### config.mk
export PLATFORM = sky130hd
export DESIGN_NAME = multicycle_ctrl
export DESIGN_NICKNAME = d
export VERILOG_FILES = /design/src/rtl/multicycle_ctrl_pkg.sv /design/src/rtl/mc_mem_timer.sv /design/src/rtl/multicycle_ctrl.sv
export SDC_FILE = /design/constraint.sdc
export NUM_CORES = 1
export LEC_CHECK = 0
export ABC_AREA = 1
export CORE_MARGIN = 5
export CORE_UTILIZATION = 40
export DETAILED_ROUTE_END_ITERATION = 8
export DONT_BUFFER_PORTS = 1
export MAX_ROUTING_LAYER = met4
export PLACE_DENSITY = 0.52
export SLEW_MARGIN = 20
export SYNTH_ARGS = -nofsm -noshare
export SYNTH_HDL_FRONTEND = slang
export SYNTH_HIERARCHICAL = 1
export SYNTH_SLANG_ARGS = --single-unit
### constraint.sdc
create_clock -name clk -period 3.68 [get_ports clk]
set_input_delay 0.736 -clock clk [delete_from_list [all_inputs] [get_ports clk]]
set_output_delay 0.736 -clock clk [all_outputs]
set_load 0.005 [all_outputs]
### src/rtl/multicycle_ctrl_pkg.sv
// Shared encodings for the multicycle MIPS control FSM: state codes, ALUOp codes, opcodes
// and small decode helpers used by the controller.
package multicycle_ctrl_pkg;

  typedef enum logic [3:0] {
    StFetch  = 4'd0,
    StDecode = 4'd1,
    StMemAdr = 4'd2,
    StMemRd  = 4'd3,
    StMemWb  = 4'd4,
    StMemWr  = 4'd5,
    StRExec  = 4'd6,
    StRWb    = 4'd7,
    StIExec  = 4'd8,
    StIWb    = 4'd9,
    StBranch = 4'd10,
    StJump   = 4'd11,
    StJReg   = 4'd12
  } state_e;

  localparam logic [3:0] AluOpLs    = 4'd0;
  localparam logic [3:0] AluOpRtype = 4'd1;
  localparam logic [3:0] AluOpBeq   = 4'd2;
  localparam logic [3:0] AluOpBne   = 4'd3;
  localparam logic [3:0] AluOpAddi  = 4'd4;
  localparam logic [3:0] AluOpAndi  = 4'd5;
  localparam logic [3:0] AluOpOri   = 4'd6;
  localparam logic [3:0] AluOpXori  = 4'd7;
  localparam logic [3:0] AluOpSlti  = 4'd8;
  localparam logic [3:0] AluOpSltiu = 4'd9;
  localparam logic [3:0] AluOpLui   = 4'd10;

  localparam logic [5:0] OpRtype = 6'b000000;
  localparam logic [5:0] OpJ     = 6'b000010;
  localparam logic [5:0] OpJal   = 6'b000011;
  localparam logic [5:0] OpBeq   = 6'b000100;
  localparam logic [5:0] OpBne   = 6'b000101;
  localparam logic [5:0] OpAddi  = 6'b001000;
  localparam logic [5:0] OpSlti  = 6'b001010;
  localparam logic [5:0] OpSltiu = 6'b001011;
  localparam logic [5:0] OpAndi  = 6'b001100;
  localparam logic [5:0] OpOri   = 6'b001101;
  localparam logic [5:0] OpXori  = 6'b001110;
  localparam logic [5:0] OpLui   = 6'b001111;
  localparam logic [5:0] OpLb    = 6'b100000;
  localparam logic [5:0] OpLh    = 6'b100001;
  localparam logic [5:0] OpLw    = 6'b100011;
  localparam logic [5:0] OpLbu   = 6'b100100;
  localparam logic [5:0] OpLhu   = 6'b100101;
  localparam logic [5:0] OpSw    = 6'b101011;

  localparam logic [5:0] FnJr   = 6'b001000;
  localparam logic [5:0] FnJalr = 6'b001001;

  function automatic logic is_load(input logic [5:0] op);
    return op inside {OpLb, OpLh, OpLw, OpLbu, OpLhu};
  endfunction

  function automatic logic is_imm(input logic [5:0] op);
    return op inside {OpAddi, OpAndi, OpOri, OpXori, OpSlti, OpSltiu, OpLui};
  endfunction

  // R-type functions the ALU implements (shifts, add/sub, logic, set-less-than).
  function automatic logic is_rtype_alu(input logic [5:0] funct);
    return funct inside {6'b000000, 6'b000010, 6'b000011, 6'b000100, 6'b000110, 6'b000111,
                         6'b100000, 6'b100001, 6'b100010, 6'b100011, 6'b100100, 6'b100101,
                         6'b100110, 6'b100111, 6'b101010, 6'b101011};
  endfunction

  function automatic logic zero_ext(input logic [5:0] op);
    return op inside {OpAndi, OpOri, OpXori};
  endfunction

  function automatic logic [3:0] imm_alu_op(input logic [5:0] op);
    logic [3:0] aop;
    case (op)
      OpAddi:  aop = AluOpAddi;
      OpAndi:  aop = AluOpAndi;
      OpOri:   aop = AluOpOri;
      OpXori:  aop = AluOpXori;
      OpSlti:  aop = AluOpSlti;
      OpSltiu: aop = AluOpSltiu;
      OpLui:   aop = AluOpLui;
      default: aop = AluOpLs;
    endcase
    return aop;
  endfunction

  // Unknown opcodes and unknown R-type functions fall back to FETCH with nothing written.
  function automatic state_e decode_next(input logic [5:0] op, input logic [5:0] funct);
    state_e nxt;
    nxt = StFetch;
    if (op == OpRtype) begin
      if (funct inside {FnJr, FnJalr}) nxt = StJReg;
      else if (is_rtype_alu(funct))    nxt = StRExec;
    end else if (is_load(op) || op == OpSw) begin
      nxt = StMemAdr;
    end else if (is_imm(op)) begin
      nxt = StIExec;
    end else if (op inside {OpBeq, OpBne}) begin
      nxt = StBranch;
    end else if (op inside {OpJ, OpJal}) begin
      nxt = StJump;
    end
    return nxt;
  endfunction

endpackage

### src/rtl/mc_mem_timer.sv
// Saturating wait-state counter; expire_o flags that Limit waits have elapsed (Limit=0 never).
module mc_mem_timer #(
  parameter int unsigned Limit = 16
) (
  input  logic clk_i,
  input  logic rst_i,
  input  logic clr_i,
  input  logic en_i,
  output logic expire_o
);

  localparam int unsigned Width = (Limit > 0) ? $clog2(Limit + 1) : 1;
  localparam logic [Width-1:0] CntMax = (Limit > 0) ? Width'(Limit) : {Width{1'b1}};

  logic [Width-1:0] count_q, count_d;

  always_comb begin
    count_d = count_q;
    if (clr_i) begin
      count_d = '0;
    end else if (en_i && count_q != CntMax) begin
      count_d = count_q + 1'b1;
    end
  end

  always_ff @(posedge clk_i or posedge rst_i) begin
    if (rst_i) count_q <= '0;
    else       count_q <= count_d;
  end

  assign expire_o = (Limit != 0) && (count_q == CntMax);

endmodule

### src/rtl/multicycle_ctrl.sv
// Main control FSM of the multicycle MIPS datapath: sequences each instruction and drives
// ALUOp plus datapath strobes, with a timed mem_ready handshake on memory accesses.
module multicycle_ctrl
  import multicycle_ctrl_pkg::*;
#(
  parameter int unsigned MEM_TIMEOUT = 16
) (
  input  logic       clk,
  input  logic       rst,
  input  logic [5:0] Op,
  input  logic [5:0] Funct,
  input  logic       Zero,
  input  logic       mem_ready,
  output logic       PCWrite,
  output logic       PCWriteCond,
  output logic       BranchNe,
  output logic       IorD,
  output logic       MemRead,
  output logic       MemWrite,
  output logic       IRWrite,
  output logic       RegWrite,
  output logic [1:0] RegDst,
  output logic [1:0] MemtoReg,
  output logic       ALUSrcA,
  output logic [1:0] ALUSrcB,
  output logic       ExtOp,
  output logic [1:0] PCSource,
  output logic [3:0] ALUOp,
  output logic       mem_err,
  output logic [3:0] state_o
);

  state_e state_q, state_d;
  logic   waiting, timer_expire, timer_clr, abort;

  // Zero is consumed by the datapath's PC-enable gate, not by the controller.
  logic unused_zero;
  assign unused_zero = Zero;

  assign waiting   = (state_q inside {StFetch, StMemRd, StMemWr}) && !mem_ready;
  assign abort     = waiting && timer_expire;
  assign timer_clr = (state_d != state_q) || abort;

  mc_mem_timer #(
    .Limit(MEM_TIMEOUT)
  ) u_mem_timer (
    .clk_i   (clk),
    .rst_i   (rst),
    .clr_i   (timer_clr),
    .en_i    (waiting),
    .expire_o(timer_expire)
  );

  always_ff @(posedge clk or posedge rst) begin
    if (rst) state_q <= StFetch;
    else     state_q <= state_d;
  end

  always_comb begin
    state_d = state_q;
    case (state_q)
      StFetch:  if (mem_ready) state_d = StDecode;
      StDecode: state_d = decode_next(Op, Funct);
      StMemAdr: state_d = (Op == OpSw) ? StMemWr : StMemRd;
      StMemRd:  if (mem_ready) state_d = StMemWb;
      StMemWr:  if (mem_ready) state_d = StFetch;
      StRExec:  state_d = StRWb;
      StIExec:  state_d = StIWb;
      default:  state_d = StFetch;
    endcase
    if (abort) state_d = StFetch;
  end

  always_comb begin
    PCWrite     = 1'b0;
    PCWriteCond = 1'b0;
    BranchNe    = 1'b0;
    IorD        = 1'b0;
    MemRead     = 1'b0;
    MemWrite    = 1'b0;
    IRWrite     = 1'b0;
    RegWrite    = 1'b0;
    RegDst      = 2'b00;
    MemtoReg    = 2'b00;
    ALUSrcA     = 1'b0;
    ALUSrcB     = 2'b00;
    ExtOp       = 1'b0;
    PCSource    = 2'b00;
    ALUOp       = AluOpLs;
    mem_err     = 1'b0;
    // Reset holds every strobe and select low regardless of the registered state.
    if (!rst) begin
      ExtOp   = !zero_ext(Op);
      mem_err = abort;
      case (state_q)
        StFetch: begin
          MemRead = 1'b1;
          ALUSrcB = 2'b01;
          IRWrite = mem_ready;
          PCWrite = mem_ready;
        end
        StDecode: ALUSrcB = 2'b11;
        StMemAdr: begin
          ALUSrcA = 1'b1;
          ALUSrcB = 2'b10;
        end
        StMemRd: begin
          MemRead = 1'b1;
          IorD    = 1'b1;
        end
        StMemWb: begin
          RegWrite = 1'b1;
          MemtoReg = 2'b01;
        end
        StMemWr: begin
          MemWrite = 1'b1;
          IorD     = 1'b1;
        end
        StRExec: begin
          ALUSrcA = 1'b1;
          ALUOp   = AluOpRtype;
        end
        StRWb: begin
          RegWrite = 1'b1;
          RegDst   = 2'b01;
        end
        StIExec: begin
          ALUSrcA = 1'b1;
          ALUSrcB = 2'b10;
          ALUOp   = imm_alu_op(Op);
        end
        StIWb: RegWrite = 1'b1;
        StBranch: begin
          ALUSrcA     = 1'b1;
          ALUOp       = (Op == OpBne) ? AluOpBne : AluOpBeq;
          PCWriteCond = 1'b1;
          BranchNe    = (Op == OpBne);
          PCSource    = 2'b01;
        end
        StJump: begin
          PCWrite  = 1'b1;
          PCSource = 2'b10;
          if (Op == OpJal) begin
            RegWrite = 1'b1;
            RegDst   = 2'b10;
            MemtoReg = 2'b10;
          end
        end
        StJReg: begin
          PCWrite  = 1'b1;
          PCSource = 2'b11;
          if (Funct == FnJalr) begin
            RegWrite = 1'b1;
            RegDst   = 2'b01;
            MemtoReg = 2'b10;
          end
        end
        default: ;
      endcase
    end
  end

  assign state_o = state_q;

endmodule
---- After elaboration in Yosys (flattened, before gate mapping) ----
Index checks and enable logic that the tools add are counted.
storage, ports and cells
  bits in registers ....................... 9
  input port bits ......................... 16
  output and inout bits ................... 27
  word-level logic and storage cells ...... 129
operators by class
  $add $sub $neg .......................... 1
  equal/unequal tests ..................... 49
  mux-type cells .......................... 52
  reduce and logical (&&, ||, !) cells .... 25
operators with widths
  operator                                              number
  equality test 6 bit (second input constant)           16
  case mux 4 bit (7 select lines)                       2
  equality test 6 x 4 -> 1 bit (second input constant)  9
  two-way mux 4 bit                                     11
  equality test 6 x 3 -> 1 bit (second input constant)  5
  equality test 6 x 2 -> 1 bit (second input constant)  4
  case mux 2 bit (3 select lines)                       4
  two-way mux 1 bit                                     22
  equality test 4 bit (second input constant)           5
  equality test 4 x 3 -> 1 bit (second input constant)  4
  nonzero test 16 bit                                   1
  zero test 6 bit                                       2
  two-way mux 2 bit                                     6
  case mux 4 bit (3 select lines)                       1
  two-way mux 5 bit                                     2
  equality test 4 x 2 -> 1 bit (second input constant)  2
  nonzero test 2 bit                                    4
  OR reduction 2 bit                                    4
  nonzero test 7 bit                                    1
  two-way mux 3 bit                                     2
  nonzero test 3 bit                                    2
  adder 5 x 1 -> 5 bit (second input constant)          1
  equality test 5 bit (second input constant)           1
  inequality test 5 bit (second input constant)         1
  11 further kinds                                      15

---- Logic depth before layout (Yosys ltp) ----
  depth after elaboration ................. 12
  mapped depth ............................ 16
  mapped depth without buffers ............ 16

---- Hierarchy ----
Netlist, hierarchy kept.
modules (own cells, without submodules)
  module           instances  cells an instance  area each (µm²)  seq. area each (µm²)
  multicycle_ctrl  1          187                929.6            100.1
  mc_mem_timer     1          41                 340.3            125.1

---- Worst setup path before layout ----
OpenSTA, ideal clock, no wires.
  kind .................................... in2out
  from .................................... in Funct[1]
  to ...................................... out RegWrite
  arrival time ............................ 1.395 ns
  required time ........................... 2.944 ns
  slack ................................... 1.549 ns
  cell stages on the path ................. 5
  buffers on the path ..................... 0
  cell sequence ........................... nor2_1 -> nand3_1 -> nor3b_1 -> nor2_1 -> a21oi_1
on the way
  word-level cells in the longest chain between the ends .. 4
RTL lines
  what                             line                    RTL
  start: declaration               multicycle_ctrl.sv:11   input logic [5:0] Funct,
  equality test 6 x 4 -> 1 bit     multicycle_ctrl.sv:152  if (Funct == FnJalr) begin
  two-way mux 1 bit                multicycle_ctrl.sv:152
  case mux 1 bit (3 select lines)  multicycle_ctrl.sv:95   case (state_q)
  two-way mux 1 bit                multicycle_ctrl.sv:92   if (!rst) begin
  end: declaration                 multicycle_ctrl.sv:21   output logic RegWrite,
Every way passes these cells.

---- Worst setup path in the final report ----
  from .................................... reg state_q[1] (netlist: state_o[1])
  to ...................................... out RegWrite
on the way
  word-level cells in the longest chain between the ends .. 4
  elaborated cells between the ends (all ways) .. 8
  classes of those cells .................. eq/ne (5); mux (2); reduce/logical (1)
RTL lines
  what                                                                 line                   RTL
  start: declaration                                                   multicycle_ctrl.sv:33  state_e state_q, state_d;
  start signal: assignment                                             multicycle_ctrl.sv:55  if (rst) state_q <= StFetch;
  start signal: assignment                                             multicycle_ctrl.sv:56  else state_q <= state_d;
  equality test 4 x 3 -> 1 bit or equality test 4 bit (tied branches)  multicycle_ctrl.sv:95
  OR reduction 3 bit (no line)                                         --
  case mux 1 bit (3 select lines) (*)                                  multicycle_ctrl.sv:95
  two-way mux 1 bit (*)                                                multicycle_ctrl.sv:92
Mark *: on every way between the ends. The rest lies on a longest branch, timed or not.

==> flow_metrics.env <==
export IMPL_p_switching_mw=0.375
export IMPL_wirelength_um=3420
export IMPL_synthCells=228
export IMPL_finalSetupTns_ns=0
export IMPL_fin_crit_ns=2.51
export IMPL_clk_path_buf_depth=2
export IMPL_multi_input_area_sq_um=853
export IMPL_ys_ff_latch=9
export IMPL_seq_area_sq_um=225
export IMPL_layout_cells_non_filler=274
export IMPL_crit_slowest_cell="dfrtp_1"
export IMPL_route_met3_wl_um=344
export IMPL_dr_max_layer_used="met4"
export IMPL_crit_type="reg -> out"
export IMPL_grt_antenna_before_repair=0
export IMPL_hold_viol=0
export IMPL_port_buffers=0
export IMPL_synth_edf_count=0
export IMPL_num_antenna_cells=0
export IMPL_netlist_area_sq_mm=0.00127
export IMPL_core_sq_mm=0.00305
export IMPL_ant_nets=0
export IMPL_comb_power_share=0.641
export IMPL_ys_async_sr_fraction=1.00
export IMPL_finalMaxSlewViolations=0
export IMPL_io_pins=43
export IMPL_syn_area_per_cell_sq_um=5.57
export IMPL_placedCellCount=270
export IMPL_synth_top_area_frac=0.177
export IMPL_nets=249
export IMPL_dieArea_sq_mm=0.00440
export IMPL_cp_num_buf_inv=0
export IMPL_clkTransAtPathRegs_ns=0.07
export IMPL_drc=0
export IMPL_p_int_mw=0.287
export IMPL_stdcell_area_sq_mm=0.00134
export IMPL_postSynthNetCount=246
export IMPL_cts_resized=0
export IMPL_row_count=20
export IMPL_wl_met1_um=1490
export IMPL_layout_drive_gt1_share=0.113
export IMPL_clock_latency_ns=0.26
export IMPL_synth_cell_type_count=28
export IMPL_cellLeakagePower_nw=0.771
export IMPL_grt_use_total=0.171
export IMPL_fin_skew_ns=0.00398
export IMPL_crit_arrival_ns=1.78
export IMPL_routedWlPerCell_um=12.5
export IMPL_seqPwrFrac=0.240
export IMPL_wl_met2_um=1570
export IMPL_critPathMaxStageDelay_ns=0.48
export IMPL_post_cts_setup_buffer_count=0
export IMPL_vias=1343
export IMPL_min_path_type="in -> async"
export IMPL_critPathMaxFanout=7
export IMPL_start_util=0.416
export IMPL_status="completed"
export IMPL_tritoncts="built"
export IMPL_grt_start_max_net_pins=20
export IMPL_cts_hold_buf=0
export IMPL_crit_family="simple AND/OR/NAND/NOR gates"
export IMPL_clkSinkCount=9
export IMPL_area_delta_synth_final_pct=5.81
export IMPL_synth_area_top_cells="dfrtp_1 18%, nand2_1 16%, inv_1 14%"
export IMPL_overflow=0
export IMPL_tightest_slew_ns=0.316
export IMPL_fillers=360
export IMPL_dpl_hpwl_um=2900
export IMPL_cp_required_ns=2.94
export IMPL_gp_congestion=0.862
export IMPL_yosys_most_used_dff="dfrtp_1"
export IMPL_seq_area_frac_synth=0.177
export IMPL_root_buffer="clkbuf_4"
export IMPL_yosysWarnings=6
export IMPL_period_share=0.683
export IMPL_cp_start_kind="flop"
export IMPL_powerDensity_mw_per_mm2=493
export IMPL_grt_pass1_wl_um=5710
export IMPL_setup_viol=0
export IMPL_max_freq_mhz=398
export IMPL_grt_pass1_vias=1250
export IMPL_die_x_um=66.3
export IMPL_ir_drop_mv=0.292
export IMPL_path_cells="nor2_2 -> nand3_1 -> nor3b_1 -> nor2_1 -> a21oi_1"
export IMPL_die_h_um=66.3
export IMPL_p_clk_frac=0.119
export IMPL_endpoint_kind="output pin"
export IMPL_rsz0062_at_grt="false"
export IMPL_sw_frac_of_total=0.566
export IMPL_drv_cap=0
export IMPL_synth_top_area_cell="dfrtp_1"
export IMPL_cts_made_buffers=3
export IMPL_placed_cell_area_sq_mm=0.00132
export IMPL_firstDrtPassIters=4
export IMPL_avgViaCountPerCell=4.90
export IMPL_htreeDepth=1
export IMPL_first_iter_violations=99
export IMPL_max_slew_margin_rel=0.789
==> area by class of cell <==
cell class                 instances  area share
multi-input combinational        168       0.635
sequential                         9       0.168
inverter                          49       0.137
tap                               44      0.0410
clock buffer                       4      0.0196
==> cells in the final DEF (no fill, tap or decap) <==
cell	Yosys	final
nand2_1	54	54
inv_1	46	46
nor2_1	37	37
nand3_1	19	19
a21oi_1	11	11
dfrtp_1	9	9
nand4_1	7	7
nor2_2	6	6
nor3_1	4	4
nand2_2	4	4
nand2_4	4	4
o21ai_0	4	4
clkbuf_4	0	3
inv_2	2	2
nor2_4	2	2
o31ai_1	2	2
nand3b_1	2	2
nand3_2	2	2
o21ai_2	2	2
ha_1	2	2
nor3b_1	1	1
a31oi_1	1	1
o21ai_4	1	1
clkinv_1	1	1
a21boi_1	1	1
a221oi_1	1	1
clkbuf_1	1	1
xor2_1	1	1
==> cells in the mapped netlist (4+ instances only) <==
library cell,instances
nor2_1,37
nand2_2,4
a21oi_1,11
nand2_4,4
nand4_1,7
dfrtp_1,9
nand3_1,19
nand2_1,54
nor2_2,6
nor3_1,4
inv_1,46
o21ai_0,4
==> kinds of logic after synthesis <==
logic type,after synthesis,share of synthesized area
and+or+nand+nor,142,0.530
adders and majority gates,2,0.0197
xor gates and xnor gates,1,0.00690
AOI/OAI and AO/OA,23,0.115
buffers and inverters,51,0.151
DFF,9,0.177
==> power groups by stage <==
stage                     clock, mW  combinational [mW]  sequential (mW)
final                        0.0788               0.424            0.159
after global routing         0.0888               0.487            0.165
after CTS                    0.0817               0.425            0.160
after detailed placement          0               0.423            0.161
after global placement            0               0.416            0.161
after floorplan                   0               0.349            0.151
==> flip-flops by register name, indices dropped and copies added, names as in the netlist <==
register and flops:
state_o 4, u_mem_timer/count_q 5
==> path summary, 6_finish.rpt <==
| path | start | end | slack (ns) | depth (start not counted) |
|---|---|---|---|---|
| min in group clk | u_mem_timer/count_q[4] | u_mem_timer/count_q[4] | 0.60 | 4 |
| max in group asynchronous | rst | state_o[3] | 3.14 | 1 |
| min reg2reg | u_mem_timer/count_q[4] | u_mem_timer/count_q[4] | 0.60 | 4 |
| max reg2reg | state_o[1] | u_mem_timer/count_q[3] | 1.47 | 14 |
| max | state_o[1] | RegWrite | 1.17 | 5 |
| min | rst | u_mem_timer/count_q[3] | 0.26 | 1 |
==> through the flow <==
stage                     utilization  setup WS (ns)  total power [mW]  hold slack, ns
after CTS                       0.440           1.16             0.666           0.258
after global placement          0.432           1.36             0.577           0.544
after global routing            0.440          0.955             0.740           0.261
after detailed placement        0.432           1.33             0.585           0.544
final                           0.440           1.17             0.662           0.258
after floorplan                     -           1.55             0.500           0.515
==> worst reg2reg max path: stages, from the launching register on <==
cell	delay, ns
dfrtp_1	0.48
nor2_2	0.26
nand2_1	0.08
inv_1	0.08
nor2_2	0.06
o21ai_4	0.25
nand2_4	0.12
nand3_1	0.10
nand2_1	0.05
nor2_1	0.08
nand3_1	0.11
inv_1	0.23
nand2_4	0.10
nand2_2	0.08
nand2_2	0.04
==> layer usage <==
metal	vias to the layer above	GRT usage
li1	712	-
met1	584	0.215
met2	45	0.274
met3	2	0.0578
met4	0	0.0152
met5	-	-
Note: power is estimated with default switching activity, not from simulation.
